==> src/rtl/audio_sample_buffer.sv <==
// audio_sample_buffer: codec capture, channel select/mono/stereo, round-saturate, FWFT FIFO with sticky overflow
module audio_sample_buffer #(
    parameter int IN_W  = 24,
    parameter int OUT_W = 16,
    parameter int DEPTH = 16,
    parameter int ROUND = 1
) (
    input  logic                     clk,
    input  logic                     reset,
    input  logic                     new_sample,
    input  logic [IN_W-1:0]          line_in_l,
    input  logic [IN_W-1:0]          line_in_r,
    input  logic [1:0]               mode,
    input  logic                     clr_ovf,
    input  logic                     out_ready,
    output logic                     out_valid,
    output logic [OUT_W-1:0]         out_data,
    output logic                     out_chan,
    output logic [$clog2(DEPTH):0]   level,
    output logic                     overflow
);
    localparam int AW = $clog2(DEPTH);
    localparam int LW = AW + 1;
    localparam int SH = (IN_W > OUT_W) ? IN_W - OUT_W - 1 : 0;
    typedef enum logic {IDLE, PUSH_R} state_t;
    state_t state, state_n;
    logic [OUT_W:0] mem [DEPTH];
    logic [AW-1:0] wptr, rptr;
    logic [OUT_W-1:0] fl, fr, fm, r_hold, wdata;
    logic [IN_W-1:0] avg;
    logic push, pop, drop, wchan;

    // Adding the bit just below the kept field equals adding 2^(IN_W-OUT_W-1) before truncation
    function automatic logic [OUT_W-1:0] fmt(input logic [IN_W-1:0] x);
        logic [OUT_W:0] t;
        logic rbit;
        rbit = (IN_W > OUT_W && ROUND != 0) ? x[SH] : 1'b0;
        t = {x[IN_W-1], x[IN_W-1 -: OUT_W]} + (OUT_W+1)'(rbit);
        return (!t[OUT_W] && t[OUT_W-1]) ? {1'b0, {(OUT_W-1){1'b1}}} : t[OUT_W-1:0];
    endfunction

    // floor((l+r)/2) without a wider adder: floor(l/2)+floor(r/2)+carry of the two LSBs
    assign avg = {line_in_l[IN_W-1], line_in_l[IN_W-1:1]} + {line_in_r[IN_W-1], line_in_r[IN_W-1:1]}
               + IN_W'(line_in_l[0] & line_in_r[0]);
    assign fl = fmt(line_in_l);
    assign fr = fmt(line_in_r);
    assign fm = fmt(avg);

    assign out_valid = level != '0;
    assign pop = out_valid && out_ready;
    assign {out_chan, out_data} = out_valid ? mem[rptr] : '0;

    always_comb begin
        push    = 1'b0;
        drop    = 1'b0;
        wdata   = fl;
        wchan   = 1'b0;
        state_n = state;
        if (state == PUSH_R) begin
            push    = 1'b1;
            wdata   = r_hold;
            wchan   = 1'b1;
            drop    = new_sample;
            state_n = IDLE;
        end else if (new_sample) begin
            if (mode == 2'b11) begin
                push    = level <= LW'(DEPTH - 2);
                state_n = push ? PUSH_R : IDLE;
            end else begin
                push  = level < LW'(DEPTH) || pop;
                wdata = mode == 2'b01 ? fr : mode == 2'b10 ? fm : fl;
            end
            drop = !push;
        end
    end

    always_ff @(posedge clk or posedge reset) begin
        if (reset) begin
            state    <= IDLE;
            wptr     <= '0;
            rptr     <= '0;
            level    <= '0;
            overflow <= 1'b0;
            r_hold   <= '0;
        end else begin
            state    <= state_n;
            wptr     <= wptr + AW'(push);
            rptr     <= rptr + AW'(pop);
            level    <= level + LW'(push) - LW'(pop);
            overflow <= drop | (overflow & ~clr_ovf);
            if (state_n == PUSH_R)
                r_hold <= fr;
        end
    end

    always_ff @(posedge clk) begin
        if (push)
            mem[wptr] <= {wchan, wdata};
    end
endmodule
==> config.mk <==
export PLATFORM = sky130hd
export DESIGN_NAME = audio_sample_buffer
export DESIGN_NICKNAME = d
export VERILOG_FILES = /design/src/rtl/audio_sample_buffer.sv
export SDC_FILE = /design/constraint.sdc
export NUM_CORES = 1
export LEC_CHECK = 0
export ABC_AREA = 1
export CAP_MARGIN = 0
export CORE_UTILIZATION = 45
export CTS_CLUSTER_DIAMETER = 50
export CTS_CLUSTER_SIZE = 10
export DETAILED_ROUTE_END_ITERATION = 10
export SLEW_MARGIN = 10
export SYNTH_ARGS = -nofsm -noshare
export SYNTH_HDL_FRONTEND = slang
export SYNTH_SLANG_ARGS = --single-unit
export TNS_END_PERCENT = 5
==> constraint.sdc <==
create_clock -name clk -period 3.4 [get_ports clk]
set_input_delay 0.34 -clock clk [delete_from_list [all_inputs] [get_ports clk]]
set_output_delay 0.34 -clock clk [all_outputs]
set_load 0.05 [all_outputs]
==> results of run 1 <==
==> cells by family (layout without fill, tap and decap cells) <==
logic type	Yosys count	count (layout)	share of synthesized area
buf+inv	215	500	0.0550
xor+xnor	43	43	0.0244
mux	13	13	0.00947
fa+ha+maj	43	43	0.0353
compound gates	311	311	0.120
simple gates	658	658	0.178
flops	303	303	0.579
==> layer usage <==
layer | routed length (um) | vias up | global-route usage
met5 | 0 | - | 0
met4 | 947 | 0 | 0.0631
met3 | 2990 | 85 | 0.0306
met2 | 20100 | 425 | 0.405
met1 | 18900 | 5873 | 0.343
li1 | - | 6046 | -
==> timing repair <==
item	4_1_cts	5_1_grt
setup buffers	0	3
setup endpoints to repair	0	256
hold buffers	0	0
gates resized for setup	0	42
==> sequential cells by signal (all words and copies together), names as in the netlist <==
name and cells:
level 5, overflow 1, mem 272, state 1, wptr 4, rptr 4, r_hold 16
==> through the flow <==
step	setup WS (ns)	hold slack, ns	setup TNS [ns]	util
after floorplan	0.0150	0.436	0	-
final	0.153	0.215	0	0.584
after CTS	0.0531	0.216	0	0.576
after detailed placement	-0.443	0.481	-87.92	0.544
after global placement	-0.384	0.479	-78.04	0.544
after global routing	-0.0602	0.280	-4.97	0.584
==> cell type report <==
class,instances,area share
Timing Repair Buffer,293,0.135
Tap cell,448,0.0285
Clock inverter,6,0.00318
Inverter,145,0.0278
Clock buffer,56,0.0518
Sequential cell,303,0.455
Multi-Input combinational cell,1068,0.299
==> synthesized netlist by cell type, types with 5 or more instances <==
master / n
nand2_2: 7
nand3_2: 5
nor2_1: 215
xnor2_1: 12
o21ai_0: 147
buf_2: 5
ha_1: 42
edfxtp_1: 272
a21oi_1: 57
dfrtp_1: 31
clkbuf_1: 59
nand4_1: 11
inv_1: 139
nor3_1: 10
o211ai_1: 24
a31oi_1: 5
nor2_4: 6
o22ai_1: 23
nand2_1: 305
clkinv_1: 5
mux2_2: 13
nand3_1: 89
o221ai_1: 46
xor2_1: 31
==> worst max-delay path by stage <==
stage                       from          to  slack (ns)  depth (start not counted)
floorplan           line_in_l[1]  mem[0][11]        0.01                         24
global placement    line_in_l[1]  mem[15][3]       -0.38                         27
detailed placement  line_in_l[1]  mem[11][3]       -0.44                         27
CTS                 line_in_l[1]  mem[11][3]        0.05                         27
global route        line_in_l[6]  mem[10][1]       -0.06                         25
finish              line_in_l[6]  mem[10][1]        0.15                         25
==> critical path: cells and delay by family <==
kind	cells	cell delay (ns)
AO/OA/AOI/OAI	1	0.20
AND/OR/NAND/NOR	15	1.29
buffers and inverters	5	0.85
adder cells (fa/ha/maj)	3	0.75
XOR/XNOR	1	0.18
==> power by group through the flow <==
stage / Sequential [mW] / Clock [mW] / Combinational (mW)
CTS: 5.00 / 3.57 / 6.10
floorplan: 5.06 / 0 / 3.79
global route: 5.05 / 3.71 / 6.71
detailed placement: 5.07 / 0 / 6.08
global placement: 5.07 / 0 / 6.00
finish: 5.01 / 3.50 / 6.18
==> flow_summary_export.csv, run 1 <==
group,metric,value,unit
die,die_width,187,um
logic_synthesis,ys_types,40,
worst_setup_path,crit_path_max_fanout,8,
worst_setup_path,critPathLaunchType,"primary input",
worst_setup_path,critPathArrivalTime,3.63,ns
logic_synthesis,netlist_instances,1586,
placed_design,placed_cell_area,0.0183,mm^2
logic_synthesis,netlist_area,0.0155,mm^2
timing,hold_viol,0,
worst_setup_path,crit_top_cell,"nand2_1",
worst_setup_path,end_kind,"flip-flop",
routing,drc,0,
cells_and_area,regArea,0.00895,mm^2
worst_setup_path,r2r-start,"level[1]",
cells_and_area,diodes,0,
cells_and_area,layout_commonest_cell,"nand2_1",
worst_setup_path,reg2reg_depth,13,
logic_synthesis,ys.flop_type,"edfxtp_1",
worst_setup_path,r2r-end,"level[4]",
routing,dr.pass1.iters,5,
routing,routed-via-count,12429,
global_routing,grt_overflow_total,0,
worst_setup_path,r2r_slack,0.45,ns
logic_synthesis,netlist.area_leader.share,0.528,
timing,fmax,308,MHz
global_routing,grt_max_degree,138,
global_routing,track_usage,0.245,
routing,vias_per_cell,5.36,
worst_setup_path,cpPeakStageDelay,0.43,ns
power_and_ir_drop,p_seq_frac,0.341,
die,die_h,187,um
die,start_util,0.459,
cells_and_area,drive_gt1_frac,0.192,
cells_and_area,nets,1946,
cells_and_area,fin_area,0.0197,mm^2
clock_network,cts_tree,"done",
job,maxCapViolCount,0,
global_routing,antenna_found_initial,0,
routing,post_drt_wl_per_cell,18.5,um
timing,slew_viol_final,0,
timing,setup_viol,0,
clock_network,clock_tree.buffer_depth,3,
clock_network,path_clk_slew,0.05,ns
logic_synthesis,synth_edf_count,272,
logic_synthesis,syn_avg_cell_area,9.75,um^2
logic_synthesis,yosys.area.top_type,"edfxtp_1",
worst_setup_path,cpMaxStageDelayCell,"clkdlybuf4s50_1",
timing,max_slew_margin,0.473,
power_and_ir_drop,p_per_area,747,mW/mm^2
clock_network,ctsRootBufferMaster,"clkbuf_16",
logic_synthesis,syn_nets,1684,
cells_and_area,multi_input_area,0.00588,mm^2
global_routing,grt_pass1_wl,66400,um
placed_design,gp_congestion,0.895,
min_path,hold_class,"primary input to asynchronous set/reset pin",
timing,fin_crit,3.25,ns
placed_design,dp_hpwl,28200,um
timing,tightest_slew,0.788,ns
die,coreArea,0.0337,mm^2
global_routing,grt_pass1_vias,11971,
power_and_ir_drop,p_int,8.88,mW
placed_design,port_buffers,78,
die,die_area,0.0351,mm^2
power_and_ir_drop,power.switching,5.81,mW
logic_synthesis,synth_area_leaders,"edfxtp_1 53%, nand2_1 7.4%, nor2_1 5.2%",
cells_and_area,syn2layout_area_growth,27.3,%
clock_network,cts.sinks,303,
power_and_ir_drop,peakVddDrop,0.000908,V
logic_synthesis,asyncSetResetFlopFracSynth,0.102,
clock_network,cts_buffers,37,
die,num_io_pins,79,
status,outcome,"finished clean",
cells_and_area,final_cell_mix,"298 x nand2_1, 272 x edfxtp_1, 207 x buf_4",
logic_synthesis,ys_seq_area_frac,0.579,
cells_and_area,fill_cells,2893,
power_and_ir_drop,leakagePower,7.87,nW
clock_network,clock_latency,0.52,ns
power_and_ir_drop,p_sw_frac,0.395,
routing,drt-total-wl,42900,um
routing,drt_iter0_drc,1284,
power_and_ir_drop,clkPwrFrac,0.238,
timing,finalClockSkew,0.0213,ns
die,rows,67,
timing,period_share,0.955,
logic_synthesis,synth_warnings,0,
power_and_ir_drop,p_comb_frac,0.421,
routing,postRouteAntennaNets,0,
worst_setup_path,cp.required,3.78,ns
placed_design,place_inst,2251,
cells_and_area,layoutNonFillerInstCount,2319,
worst_setup_path,worst-setup-path-type,"primary input to flip-flop",
clock_network,cts_max_level,2,
logic_synthesis,ys_ff_latch,303,
power_and_ir_drop,power.total,14.7,mW
No activity file was read; power rests on OpenSTA's default activity.
==> run 2: changes to the inputs <==
--- a/config.mk
+++ b/config.mk
@@ -11,6 +11,7 @@
 export CTS_CLUSTER_DIAMETER = 50
 export CTS_CLUSTER_SIZE = 10
 export DETAILED_ROUTE_END_ITERATION = 10
+export HOLD_SLACK_MARGIN = 0.15
 export SLEW_MARGIN = 10
 export SYNTH_ARGS = -nofsm -noshare
 export SYNTH_HDL_FRONTEND = slang
==> results of run 2 <==
The final DEF is identical to that of run 1; final timing and power are the same.
